### config.mk
export PLATFORM = sky130hd
export DESIGN_NAME = fft_twiddle_fetch
export DESIGN_NICKNAME = d
export VERILOG_FILES = /design/src/rtl/fft_twiddle_fetch_pkg.sv /design/src/rtl/fft_tw_skid_fifo.sv /design/src/rtl/fft_twiddle_fetch.sv
export SDC_FILE = /design/constraint.sdc
export NUM_CORES = 1
export LEC_CHECK = 0
export CAP_MARGIN = 30
export CORE_MARGIN = 1
export CORE_UTILIZATION = 30
export CTS_CLUSTER_SIZE = 30
export DETAILED_ROUTE_END_ITERATION = 10
export HOLD_SLACK_MARGIN = 0.05
export SETUP_SLACK_MARGIN = 0.15
export SLEW_MARGIN = 20
export SYNTH_ARGS = -nofsm -noshare
export SYNTH_HDL_FRONTEND = slang
export SYNTH_SLANG_ARGS = --single-unit
export TNS_END_PERCENT = 1
### constraint.sdc
create_clock -name clk -period 2.8 [get_ports clk]
set_clock_uncertainty 0.1 [all_clocks]
set_input_delay 0.7 -clock clk [delete_from_list [all_inputs] [get_ports clk]]
set_output_delay 0.7 -clock clk [all_outputs]
set_load 0.02 [all_outputs]
### src/rtl/fft_twiddle_fetch_pkg.sv
// Shared FFT definitions: default twiddle geometry and the fetch FSM state encoding.
package fft_twiddle_fetch_pkg;

  localparam int unsigned ADDR_W_DEF = 5;
  localparam int unsigned DATA_W_DEF = 16;
  localparam int unsigned NUM_TW_DEF = 28;

  typedef enum logic [1:0] {
    IDLE  = 2'd0,
    FETCH = 2'd1,
    DRAIN = 2'd2
  } tw_state_e;

endpackage

### src/rtl/fft_tw_skid_fifo.sv
// Two-entry skid buffer for twiddle pairs; the head entry drives the outputs straight from flops.
module fft_tw_skid_fifo
  import fft_twiddle_fetch_pkg::*;
#(
  parameter int unsigned W = ADDR_W_DEF + 2 * DATA_W_DEF
) (
  input  logic         clk,
  input  logic         rst_n,
  input  logic         push_i,
  input  logic [W-1:0] data_i,
  input  logic         pop_i,
  output logic         valid_o,
  output logic [W-1:0] data_o,
  output logic         skid_valid_o
);

  logic         out_valid_q, out_valid_d;
  logic [W-1:0] out_data_q, out_data_d;
  logic         skid_valid_q, skid_valid_d;
  logic [W-1:0] skid_data_q, skid_data_d;

  // Head refills from the skid entry first so ordering is preserved.
  always_comb begin
    out_valid_d  = out_valid_q;
    out_data_d   = out_data_q;
    skid_valid_d = skid_valid_q;
    skid_data_d  = skid_data_q;
    if (pop_i || !out_valid_q) begin
      if (skid_valid_q) begin
        out_valid_d  = 1'b1;
        out_data_d   = skid_data_q;
        skid_valid_d = push_i;
        if (push_i) skid_data_d = data_i;
      end else begin
        out_valid_d = push_i;
        if (push_i) out_data_d = data_i;
      end
    end else if (push_i) begin
      skid_valid_d = 1'b1;
      skid_data_d  = data_i;
    end
  end

  always_ff @(posedge clk) begin
    if (!rst_n) begin
      out_valid_q  <= 1'b0;
      out_data_q   <= '0;
      skid_valid_q <= 1'b0;
      skid_data_q  <= '0;
    end else begin
      out_valid_q  <= out_valid_d;
      out_data_q   <= out_data_d;
      skid_valid_q <= skid_valid_d;
      skid_data_q  <= skid_data_d;
    end
  end

  assign valid_o      = out_valid_q;
  assign data_o       = out_data_q;
  assign skid_valid_o = skid_valid_q;

endmodule

### src/rtl/fft_twiddle_fetch.sv
// Streams NUM_TW twiddle pairs from external ROMs to the butterfly with credit-based flow control.
// Define TWIDDLE_CONJ_EN to emit the conjugate twiddle (saturating negated imaginary part).
module fft_twiddle_fetch
  import fft_twiddle_fetch_pkg::*;
#(
  parameter int unsigned ADDR_W = ADDR_W_DEF,
  parameter int unsigned DATA_W = DATA_W_DEF,
  parameter int unsigned NUM_TW = NUM_TW_DEF
) (
  input  logic              clk,
  input  logic              rst_n,
  input  logic              start,
  output logic              busy,
  output logic              done,
  output logic [ADDR_W-1:0] rom_addr,
  input  logic [DATA_W-1:0] rom_re,
  input  logic [DATA_W-1:0] rom_im,
  output logic              tw_valid,
  input  logic              tw_ready,
  output logic [DATA_W-1:0] tw_re,
  output logic [DATA_W-1:0] tw_im,
  output logic [ADDR_W-1:0] tw_idx
);

  localparam int unsigned      PAIR_W    = ADDR_W + 2 * DATA_W;
  localparam logic [ADDR_W-1:0] LAST_ADDR = ADDR_W'(NUM_TW - 1);

  tw_state_e         state_q, state_d;
  logic [ADDR_W-1:0] rom_addr_q, rom_addr_d;
  logic              inflight_q, inflight_d;
  logic [ADDR_W-1:0] tag_q, tag_d;
  logic              busy_q, busy_d;
  logic              done_q, done_d;

  logic              issue_c;
  logic              pop_c;
  logic              credit_ok_c;
  logic [1:0]        occ_after_pop_c;
  logic              head_valid;
  logic              skid_valid;
  logic [PAIR_W-1:0] head_data;
  logic [PAIR_W-1:0] push_data;
  logic [DATA_W-1:0] cap_im;

`ifdef TWIDDLE_CONJ_EN
  localparam logic [DATA_W-1:0] IM_MIN = {1'b1, {(DATA_W - 1) {1'b0}}};
  assign cap_im = (rom_im == IM_MIN) ? ~IM_MIN : (~rom_im + DATA_W'(1));
`else
  assign cap_im = rom_im;
`endif

  assign pop_c           = head_valid & tw_ready;
  // Occupancy after this cycle's pop, so a pair leaving frees a slot for a new address at once.
  assign occ_after_pop_c = 2'({1'b0, head_valid} + {1'b0, skid_valid} - {1'b0, pop_c});
  assign credit_ok_c     = (2'({1'b0, inflight_q} + occ_after_pop_c) < 2'd2);
  // rom_addr idles at 0, so an accepted start issues address 0 in its own cycle.
  assign issue_c         = ((state_q == IDLE) && start) || ((state_q == FETCH) && credit_ok_c);
  assign push_data       = {tag_q, rom_re, cap_im};

  always_comb begin
    state_d    = state_q;
    rom_addr_d = rom_addr_q;
    inflight_d = issue_c;
    tag_d      = rom_addr_q;
    done_d     = 1'b0;
    if (issue_c) begin
      if (rom_addr_q == LAST_ADDR) begin
        rom_addr_d = '0;
        state_d    = DRAIN;
      end else begin
        rom_addr_d = rom_addr_q + ADDR_W'(1);
        state_d    = FETCH;
      end
    end
    if ((state_q == DRAIN) && pop_c && (tw_idx == LAST_ADDR)) begin
      state_d = IDLE;
      done_d  = 1'b1;
    end
    busy_d = (state_d != IDLE);
  end

  always_ff @(posedge clk) begin
    if (!rst_n) begin
      state_q    <= IDLE;
      rom_addr_q <= '0;
      inflight_q <= 1'b0;
      tag_q      <= '0;
      busy_q     <= 1'b0;
      done_q     <= 1'b0;
    end else begin
      state_q    <= state_d;
      rom_addr_q <= rom_addr_d;
      inflight_q <= inflight_d;
      tag_q      <= tag_d;
      busy_q     <= busy_d;
      done_q     <= done_d;
    end
  end

  fft_tw_skid_fifo #(
    .W(PAIR_W)
  ) u_skid_fifo (
    .clk         (clk),
    .rst_n       (rst_n),
    .push_i      (inflight_q),
    .data_i      (push_data),
    .pop_i       (pop_c),
    .valid_o     (head_valid),
    .data_o      (head_data),
    .skid_valid_o(skid_valid)
  );

  assign busy     = busy_q;
  assign done     = done_q;
  assign rom_addr = rom_addr_q;
  assign tw_valid = head_valid;
  assign tw_idx   = head_data[PAIR_W-1 -: ADDR_W];
  assign tw_re    = head_data[2*DATA_W-1 -: DATA_W];
  assign tw_im    = head_data[DATA_W-1:0];

endmodule

# --- Word-level counts from Yosys, hierarchy flattened ---
# Cells that the tools add are included.
totals:
  input_bits: 36
  output_inout_bits: 45
  wordCells: 47
  reg_bits: 91
classes:
  n_eq_ne: 5
  bitwise: 1
  magnitude_cmp: 1
  n_reduce_logical: 12
  add_sub_neg: 4
  mux: 14
op_table:
  columns: ["operator", "count"]
  rows:
  - ["two-way mux 37 bit", 5]
  - ["== test 5 bit, second input constant", 2]
  - ["two-way mux 2 bit", 3]
  - ["nonzero test 2 bit", 3]
  - ["adder 5 x 1 -> 5 bit, second input constant", 1]
  - ["two-way mux 1 bit", 5]
  - ["two-way mux 5 bit", 1]
  - ["logical AND 1 bit", 4]
  - ["adder 1 x 1 -> 2 bit", 1]
  - ["adder 1 x 2 -> 2 bit", 1]
  - ["== test 2 x 1 -> 1 bit, second input constant", 1]
  - ["== test 2 bit, second input constant", 1]
  - ["zero test 2 bit", 1]
  - ["logical OR 1 bit", 2]
  - ["less-than comparator 2 bit, second input constant", 1]
  - ["!= test 2 x 1 -> 1 bit, second input constant", 1]
  - ["AND reduction 2 bit", 1]
  - ["subtractor 2 x 1 -> 2 bit", 1]
  - ["AND 1 bit", 1]
  - ["zero test 1 bit", 1]

# --- Depth between registers and ports, before layout ---
# Gate-level depths: netlist (run 1).
depth:
  word_depth: 9
  mapped_depth: 10
  ltp_nobuf: 9

# --- Modules after synthesis ---
# A second synthesis (run 1) with hierarchy kept.
unflattened:
  cells_unflattened: 411
  area_unflattened_um2: 4003.8
by_module_without_submodules:
  columns: ["mod", "area_per_inst_um2", "instances", "cells_per_inst"]
  rows:
  - ["fft_tw_skid_fifo", 3343.2, 1, 342]
  - ["fft_twiddle_fetch", 660.6, 1, 69]

# --- Least setup slack after synthesis (run 1) ---
# Ideal clock, no wire load.
synth_timing:
  path_kind: "input to register"
  from: "in tw_ready"
  to: "reg rom_addr_q[4], in the netlist rom_addr[4]"
  setup_ns: 0.121
  arrival_ns: 2.285
  cell_stages: 9
  path_slack_ns: 0.294
  path_buffers: 0
  path_cell_list: "nand2_1 > inv_1 > ha_1 > inv_1 > ha_1 > a21oi_4 > mux2_4 > nand4_2 > mux2_4"
synth_via:
  elab_chain_len: 6
synth_rtl:
  columns: ["item", "line", "rtl"]
  rows:
  - ["from (decl)", "fft_twiddle_fetch.sv:19", "input logic tw_ready,"]
  - ["AND 1 bit", "fft_twiddle_fetch.sv:52", "assign pop_c = head_valid & tw_ready;"]
  - ["subtractor 2 x 1 -> 2 bit", "fft_twiddle_fetch.sv:54", "assign occ_after_pop_c = 2'({1'b0, head_valid} + {1'b0, skid_valid} - {1'b0, pop_c});"]
  - ["adder 1 x 2 -> 2 bit", "fft_twiddle_fetch.sv:55", "assign credit_ok_c = (2'({1'b0, inflight_q} + occ_after_pop_c) < 2'd2);"]
  - ["less-than comparator 2 bit", "fft_twiddle_fetch.sv:55", null]
  - ["logical AND 1 bit", "fft_twiddle_fetch.sv:57", "assign issue_c = ((state_q == IDLE) && start) || ((state_q == FETCH) && credit_ok_c);"]
  - ["logical OR 1 bit", "fft_twiddle_fetch.sv:57", null]
  - ["to (signal assigned)", "fft_twiddle_fetch.sv:92", "rom_addr_q <= rom_addr_d;"]
  - ["to (decl)", "fft_twiddle_fetch.sv:29", "logic [ADDR_W-1:0] rom_addr_q, rom_addr_d;"]
# Every way passes these cells.
# A chain may end at the register's enable or synchronous reset.

# --- Worst setup path after layout (run 1) ---
layout_timing:
  from: "in tw_ready"
  to: "reg rom_addr_q[0], in the netlist rom_addr[0]"
# The elaborated chain is that of the path after synthesis.

==> results.json, run 1 <==
{
  "cp-start-kind": "primary input",
  "crit_required_ps": 2950,
  "clk_pin_slew_ps": 70,
  "leakagePower_uw": 0.00216,
  "path_max_fanout": 4,
  "die_h_um": 115,
  "grt_pass1_vias": 2983,
  "dp_hpwl_mm": 5.30,
  "placed_area_sq_um": 4790,
  "routed_wl_mm": 8.17,
  "report.final.slew_viol_count": 0,
  "maxCapViolCount": 0,
  "routedWlPerCell_um": 12.5,
  "grt_use_met2_pct": 23.0,
  "nNetsFinal": 518,
  "nFillCells": 1218,
  "gp_congestion": 0.723,
  "hold_path_end": "u_skid_fifo.skid_data_q[35]",
  "hold_violations": 0,
  "synth-async-reset-ratio_pct": 0,
  "synthTopCellsByCount": "120 x nand2_1, 91 x dfxtp_1, 39 x mux2i_1",
  "tightest_slew_ps": 727,
  "syn_area_per_cell_sq_um": 9.45,
  "overflow": 0,
  "slowest_delay_ps": 340,
  "r2r_cells": 10,
  "ys.flop_type": "dfxtp_1",
  "slew_headroom_pct": 51.6,
  "yosysWarnings": 0,
  "coreArea_sq_um": 12300,
  "synth_seq_area_share_pct": 47.4,
  "cp_data_arrival_time_ps": 2480,
  "hold_class": "register to register",
  "drtIter0Drc": 168,
  "area_growth_syn_to_layout_pct": 33.6,
  "cts_tree": "built",
  "cts.sinks": 91,
  "route.detailed.drc": 0,
  "hold_depth": 2,
  "clockBufferDepth": 2,
  "dr.pass1.iters": 4,
  "syn-instance-count": 407,
  "fin_area_sq_um": 5140,
  "cts_hold_buf": 0,
  "r2r-start": "u_skid_fifo.valid_o",
  "drive_above_1_share_pct": 9.09,
  "finalSetupViolations": 0,
  "vdd_ir_drop_max_uv": 267,
  "top_usage_layer": "met2",
  "num_antenna_cells": 0,
  "synth_top_area_share_pct": 47.4,
  "h-tree-depth": 3,
  "power_uw": 3090,
  "grt_pass1_wl_mm": 13.8,
  "worst_setup_path_end_kind": "register",
  "max_freq_mhz": 430,
  "start_util_pct": 31.4,
  "rsz0062_at_grt": "no",
  "dieArea_sq_um": 13300,
  "syn_nets": 446,
  "ys_seq_elements": 91,
  "synth-edff-count": 0,
  "io_pins": 81,
  "synth_cell_types": 38,
  "synth_top_cell_by_area": "dfxtp_1",
  "cts_buffers": 9,
  "io_buffers": 80,
  "insertion_delay_ps": 330,
  "power_per_cell_area_nw_per_um2": 601,
  "grt.total_usage_pct": 13.3,
  "die_w_um": 115,
  "synth_area_leaders": "dfxtp_1 47%, nand2_1 12%, mux2i_1 10%",
  "path_cells": "dlymetal6s2s_1, nand2_2, inv_1, ha_1, inv_1, ha_4, a21oi_4, mux2_4, buf_4, nand2_2, mux2i_2",
  "outcome": "finished clean",
  "antenna_found_initial": 0,
  "finalCritPeriodShare_pct": 83.1,
  "vias": 3010,
  "grt_max_degree": 75,
  "syn_area_sq_um": 3850,
  "ant_nets": 0,
  "crit_path_top_delay_cell": "mux2_4",
  "via_per_inst": 4.62,
  "post-synth-top-count-cell": "nand2_1",
  "r2r_slack_ps": 570,
  "cts_root_buf": "clkbuf_16",
  "use_met1_pct": 15.7,
  "worstReg2RegEnd": "rom_addr[0]",
  "min_period_ps": 2330,
  "rows": 40,
  "use_met3_pct": 3.37,
  "hp-start": "tag_q[3]",
  "crit_type": "primary input to register"
}
[final cells by class]
cell class / instances / area [sq um] / share of cell area, %
flip-flops and latches: 91 / 1820 / 35.5
well taps: 168 / 210 / 4.09
clock buffers: 9 / 225 / 4.38
inverters: 6 / 22.5 / 0.438
clock inverters: 7 / 67.6 / 1.32
repair buffers: 91 / 913 / 17.8
multi-input cells: 280 / 1880 / 36.5
[metal layers]
metal	wire [um]	up-vias
met4	142	0
met2	3900	55
met3	243	10
li1	-	1533
met5	0	-
met1	3880	1412
[metrics by stage]
step | utilization (%) | TNS [ps] | hold WS, ps | cells | setup slack, ps
global route | 41.9 | 0 | 367 | 652 | 414
finish | 41.9 | 0 | 347 | 652 | 474
detailed placement | 39.1 | -877 | 342 | 635 | -234
floorplan | - | 0 | 330 | 407 | 294
global placement | 39.1 | -572 | 339 | 635 | -149
CTS | 41.5 | 0 | 352 | 651 | 150
[power breakdown]
group / switching (uW) / internal (uW) / leakage, uW
sequential: 48.7 / 1370 / 0.000744
clock: 502 / 690 / 0.000149
combinational: 231 / 247 / 0.00126
[worst max path at each step]
stage                     startpoint     endpoint  cells after the start
after floorplan             tw_ready  rom_addr[4]                      9
final                       tw_ready  rom_addr[0]                     11
after global routing        tw_ready  rom_addr[0]                     11
after global placement      tw_ready  rom_addr[4]                     10
after CTS                   tw_ready  rom_addr[0]                     11
after detailed placement    tw_ready  rom_addr[0]                     11
[flip-flops by register name, summed over array words and instances, names as in the netlist]
name and flops:
done 1, rom_addr 5, tag_q 5, busy 1, u_skid_fifo.data_o 37, state_q 2, u_skid_fifo.valid_o 1, u_skid_fifo.skid_data_q 37
u_skid_fifo.skid_valid_o 1, inflight_q 1
[critical path, delay by kind of cell]
kind,cells,cell delay [ps]
mux,2,570
fa+ha+maj,2,470
buf+inv,4,410
simple gates,2,160
compound gates,1,160
[layout by cell type, fill, tap and decap left out, types with 3 or more instances in the layout]
cell type        instances
nand3_1                  3
and2_1                   3
a21boi_0                28
a21boi_1                10
buf_4                    9
nand2_1                118
mux2i_1                 38
inv_1                    6
o211a_1                 37
nor2_1                   8
nor3_1                   3
clkbuf_16                9
clkinv_2                 4
clkdlybuf4s50_1         78
dfxtp_1                 90
[kinds of logic (layout without fill, tap and decap cells)]
family | after synthesis | count (layout) | share of synthesized area (%)
simple gates | 150 | 150 | 16.4
flops | 91 | 91 | 47.4
compound gates | 85 | 85 | 19.5
mux | 41 | 41 | 10.9
buf+inv | 36 | 113 | 4.62
fa+ha+maj | 3 | 3 | 0.976
xor+xnor | 1 | 1 | 0.228
[repair_timing]
item | in CTS | in global routing
pin swaps | 0 | 1
setup endpoints to repair | 1 | 5
setup buffers | 0 | 0
resized for setup | 1 | 4
No activity file was read; power rests on OpenSTA's default activity.
==> run 2: changes to the inputs <==
==> constraint.sdc (replaced) <==
create_clock -name clk -period 2.36 [get_ports clk]
set_clock_uncertainty 0.1 [all_clocks]
set_input_delay 0.59 -clock clk [delete_from_list [all_inputs] [get_ports clk]]
set_output_delay 0.59 -clock clk [all_outputs]
set_load 0.02 [all_outputs]
==> run 2 against run 1 <==
Compared with the run above: setup slack lost 280 ps; routed wire length rose by 3.9%; via count increased by 1.1%; sequential share of layout area shrank 0.95 points; largest cell class unchanged; non-clock buffer count increased by 7; clock power up 38%; critical endpoint is now tw_valid.
==> results.json, run 2 (synthesis gave the netlist of run 1 again) <==
{
  "coreArea_sq_um": 12300,
  "dp_hpwl_mm": 5.50,
  "path_cells": "buf_4, clkdlybuf4s50_1",
  "path_max_fanout": 3,
  "grt_max_degree": 44,
  "power_uw": 3920,
  "die_h_um": 115,
  "placed_area_sq_um": 4940,
  "cp-start-kind": "register",
  "rows": 40,
  "critPathTopFamily": "buffers and inverters",
  "nFillCells": 1209,
  "tightest_slew_ps": 725,
  "hold_violations": 0,
  "routedWlPerCell_um": 12.9,
  "area_growth_syn_to_layout_pct": 37.3,
  "power_per_cell_area_nw_per_um2": 742,
  "io_buffers": 80,
  "cts_root_buf": "clkbuf_16",
  "grt.total_usage_pct": 13.7,
  "vias": 3042,
  "crit_required_ps": 1670,
  "dp_slack_ps": -565,
  "routed_wl_mm": 8.49,
  "die_w_um": 115,
  "slowest_delay_ps": 600,
  "dieArea_sq_um": 13300,
  "tns_ps": 0,
  "place_inst": 642,
  "overflow": 0,
  "drive_above_1_share_pct": 10.8,
  "layout_commonest_cell": "nand2_1",
  "crit_path_top_delay_cell": "clkdlybuf4s50_1",
  "vdd_ir_drop_max_uv": 285,
  "min_period_ps": 2160,
  "dr.pass1.iters": 7,
  "start_util_pct": 31.4,
  "fin_area_sq_um": 5280,
  "max_freq_mhz": 463,
  "seqCellArea_sq_um": 1820,
  "setup_ws_ps": 199,
  "h-tree-depth": 3,
  "gp_congestion": 0.717,
  "cts.sinks": 91,
  "drtIter0Drc": 120,
  "route.detailed.drc": 0,
  "num_antenna_cells": 0,
  "report.final.slew_viol_count": 0,
  "outcome": "finished clean",
  "insertion_delay_ps": 340,
  "nNetsFinal": 525,
  "multiInputGateArea_sq_um": 1900,
  "cts_tree": "built",
  "crit_type": "register to output port",
  "cts_buffers": 9,
  "instances_no_fill": 659,
  "hold_class": "register to register",
  "final_cell_mix": "119 x nand2_1, 89 x dfxtp_1, 78 x clkdlybuf4s50_1",
  "clk_pin_slew_ps": 60,
  "io_pins": 81,
  "grt_pass1_wl_mm": 13.9,
  "slew_headroom_pct": 51.7,
  "cp_data_arrival_time_ps": 1470,
  "finalSetupViolations": 0,
  "leakagePower_uw": 0.00221,
  "finalCritPeriodShare_pct": 91.6,
  "worst_setup_path_end_kind": "output port",
  "antenna_found_initial": 0,
  "ant_nets": 0,
  "maxCapViolCount": 0,
  "via_per_inst": 4.62,
  "clockBufferDepth": 2,
  "rsz0062_at_grt": "yes",
  "grt_pass1_vias": 2937,
  "cp.buffers_inverters": 2
}
run 2: cell types whose count changed in the layout (fill, tap and decap cells not counted), sizes merged:
cell / change
buf: +8
clkinv: -3
bufinv: +2
clkbuf: +2
dlymetal6s2s: -1
inv: -1
run 2: stage by stage:
stage,util (%),hold slack (ps)
3_3_place_gp,40.3,338
2_1_floorplan,-,330
6_report,43.1,349
3_5_place_dp,40.3,345
4_1_cts,43.1,355
5_1_grt,43.1,379
run 2: worst reg2reg max path, cell delays in order (launching register included):
cell and delay (ps):
dfxtp_2 350, nand2_8 70, inv_4 30, ha_4 240, inv_2 40, ha_4 230, a21oi_4 130, mux2_4 360
nand4_4 110, mux2_4 290
run 2: final timing paths:
check / from / to / slack (ps) / cells past startpoint
setup / recovery: u_skid_fifo.valid_o / tw_valid / 200 / 2
hold / removal: tag_q[3] / u_skid_fifo.skid_data_q[35] / 350 / 2
setup reg to reg: u_skid_fifo.valid_o / rom_addr[4] / 300 / 9
hold reg to reg: tag_q[3] / u_skid_fifo.skid_data_q[35] / 350 / 2
run 2: cell type report:
type | count | area share [%]
flip-flops and latches | 91 | 34.5
well taps | 168 | 3.98
repair buffers | 98 | 18.5
inverters | 6 | 0.474
multi-input cells | 280 | 36.0
clock buffers | 11 | 4.59
clock inverters | 5 | 1.89
run 2: where the power goes:
part           total, uW  internal [uW]  leakage [uW]  switching, uW
Combinational        589            308       0.00129            281
Clock               1640           1060      0.000169            584
Sequential          1680           1630      0.000744           58.5
Total               3920           2990       0.00221            924
run 2: layer usage:
layer / share of wire, % / up-vias / track usage [%]
li1: - / 1551 / -
met1: 47 / 1414 / 16.0
met2: 47 / 62 / 22.7
met3: 4.6 / 15 / 4.53
met4: 2.0 / 0 / 6.67
met5: 0 / - / 0
run 2: repair_timing:
item,in CTS,in global routing
gates resized for setup,4,1
buffers inserted,0,1
setup endpoints to repair,9,3
pin swaps,0,1
hold buffers,0,0
gates cloned,0,0
==> RTL change: new RTL, flow settings as in run 1 <==
Make the reset (`rst_n`) asynchronous in 2 clocked blocks.
--- a/src/rtl/fft_tw_skid_fifo.sv
+++ b/src/rtl/fft_tw_skid_fifo.sv
@@ -43,3 +43,3 @@
 
-  always_ff @(posedge clk) begin
+  always_ff @(posedge clk or negedge rst_n) begin
     if (!rst_n) begin
--- a/src/rtl/fft_twiddle_fetch.sv
+++ b/src/rtl/fft_twiddle_fetch.sv
@@ -81,3 +81,3 @@
 
-  always_ff @(posedge clk) begin
+  always_ff @(posedge clk or negedge rst_n) begin
     if (!rst_n) begin
Function: differs if rst_n is asserted again (counterexample within 4 cycles, from zero or initial values and one cycle with rst_n low); with rst_n held inactive, the same outputs for 10 cycles.
==> RTL change against run 1 <==
- area after synthesis fell by 0.78%
- setup slack got worse by 150 ps
- final area up 1.3%
- largest cell class is now sequential cells
- fmax fell by 6.2%
- routed wire length down 4.0%
- highest routed layer unchanged
- sequential cell count did not move
- sequential share of layout area increased by 8.3 points
- global-route usage down 0.56 points
- via count shrank 16%
- non-clock buffer count decreased by 3
Power is not compared: it rests on default switching activity, and its combinational part moved more than twofold at a synthesized area within 25%.
==> RTL change: results (changes against run 1) <==
** Outcome
- Outcome :: finished, final reports clean

** Power and ir drop
- Static Leakage :: 2.17 nW
- Across the VDD grid, the largest voltage drop is roughly 0.5 mV.

** Clocking
- Clock tree root buffer cell :: clkbuf_16
- Number of buffers created by CTS :: 9 (unchanged)
- For the worst-skew pair, the clock arrives at the later sink with an insertion delay of 340 ps.
- Clk slew on worst S/H paths :: 70 ps (about the same)
- The number of setup buffers added after CTS is 0 (unchanged).
- The deepest clock path buffer count is 2 (unchanged).
- Count of H-tree levels built during CTS :: 3 (unchanged)
- The count of instances resized after the clock tree is built was 5 (+4).

** Setup path
- The reg-to-reg setup timing slack was 490 ps (-80 ps).
- First element of the critical path :: tw_ready
- Arrival time at the worst endpoint :: 2600 ps (+120 ps)
- RR Endpoint :: rom_addr[2]
- Reg2Reg Launch Point :: u_skid_fifo.valid_o
- The peak fanout along the critical path was 5 (+1).
- Register-to-Register Path Depth :: 8 (-2)

** Logic synthesis
- Sequential-to-total area share from yosys stat :: 59.7% (+12 points)
- Synth Warn # :: 0 (unchanged)
- Synthesized netlist net count :: 340 (-24%)
- The async set or reset register ratio after synthesis was 100% (+100 points).
- Post-synthesis cell type count :: 32 (-16%)
- Most area-consuming cells after synthesis :: dfrtp_1 60%, mux2_2 11%, mux2i_1 9.7%
- The post-synthesis cell count came to 301 (-26%).
- Counting instances in the post-synthesis netlist gives the leading cell types as 91 x dfrtp_1, 42 x nor2_1, 38 x a21oi_1.

** STA
- Final critical-path share of the clock period :: 88.6% (+5.5 points)
- Transition time of the tightest slew-check pin :: 727 ps (+0.782 ps)
- Worst Hold Slack :: 246 ps (-102 ps)

** Min path
- The worst hold path belongs to the class in2async.

** Placed design
- Pre-CTS worst setup slack :: -246 ps (-11.9 ps)
- The count of placed standard cells including taps is 541 (-15%).
- The count of port buffers added during placement was 80 (unchanged).
- Dpl hpwl :: 5120 um (-3.4%)
- Routability-driven placement congestion ratio :: 0.742 (+2.7%)

** Route
- The wire length per cell after detailed routing is 14.1 um (+12%).
- Via Count :: 2534 (-16%)
- Detail Route met2 WL :: 3690 um (-5.5%)
- In this run the top signal layer used is met4.
- Wire length on met1 :: 3670 um (-5.5%)
- Router iterations before antenna repair :: 4 (unchanged)
- The total met3 wirelength after detailed routing came to 376 um (+55%).
- Number of DRC markers in iteration 0 :: 84 (-50%)

** Layout
- The antenna cell count was 0 (unchanged).
- The net count of the finished layout came to 423 (-18%).
- Fill cell count :: 1163 (-4.5%)
- Share of layout cells above drive strength 1 :: 18.3% (+9.2 points)
- Final standard cell count with taps included and fillers excluded :: 557 (-15%)

** GRT
- Gr usage total :: 12.8% (-0.56 points)
- Number of antenna violations at the first check in global routing :: 0 (unchanged)
- The met2 track demand over resource is 20.4% (-2.5 points).
- The routing usage on met1 is 16.5% (+0.81 points).
- The wire length of the first global-routing pass is 12900 um (-7.0%).
- Fraction of met3 tracks used by global routing :: 3.69% (+0.32 points)
- Via count of the first global-routing pass :: 2561 (-14%)
- The maximum number of pins on one net before global-route repair is 57 (-24%).
RTL change: changes by cell type after synthesis, sizes merged, moves of 4 or more:
cell	delta
clkbuf	-8
inv	-4
dfrtp	+91
nand2	-116
o211a	-37
a21oi	+37
a21boi	-38
nor2	+34
dfxtp	-91
buf	-6
mux2	+39
RTL change: per-stage QoR:
step | instance area, um2 | util, % | power [mW]
2_1_floorplan | 3820 | - | 4.28
3_3_place_gp | 4840 | 39.7 | 5.34
3_5_place_dp | 4840 | 39.7 | 5.45
4_1_cts | 5210 | 42.6 | 6.91
5_1_grt | 5210 | 42.6 | 7.26
6_report | 5210 | 42.6 | 6.79
RTL change: critical path, stage by stage:
cell	delay (ps)
dlygate4sd2_1	250
and2_4	140
ha_1	260
inv_1	40
ha_1	280
a21oi_2	200
mux2i_4	350
nor3b_2	80
mux2_1	320
RTL change: cell families (layout without fill, tap and decap cells):
family                   after synthesis  after routing  share of synthesized area (%)
buffers and inverters                 18            106                           2.82
adder cells (fa/ha/maj)                4              4                           1.25
AND/OR/NAND/NOR                       62             62                           7.21
multiplexers                          79             79                           22.2
flip-flops                            91             91                           59.7
AO/OA/AOI/OAI                         47             47                           6.89
RTL change: how the worst max path moves through the flow:
stage,end
after floorplan,rom_addr[2]
after global placement,rom_addr[2]
after detailed placement,rom_addr[2]
after CTS,rom_addr[2]
after global routing,rom_addr[2]
final,rom_addr[2]
RTL change: report_power, final:
group / switching (mW) / internal, mW / leakage, nW
clock network: 0.489 / 0.894 / 0.169
registers: 0.407 / 1.99 / 1.05
logic: 1.47 / 1.54 / 0.951
RTL change: cell type report:
cell class,count,share of cell area [%]
timing repair buffer,88,17.4
inverter,2,0.144
clock inverter,5,1.92
tap,168,4.04
sequential,91,43.8
clock buffer,11,4.66
multi-input combinational,192,28.0
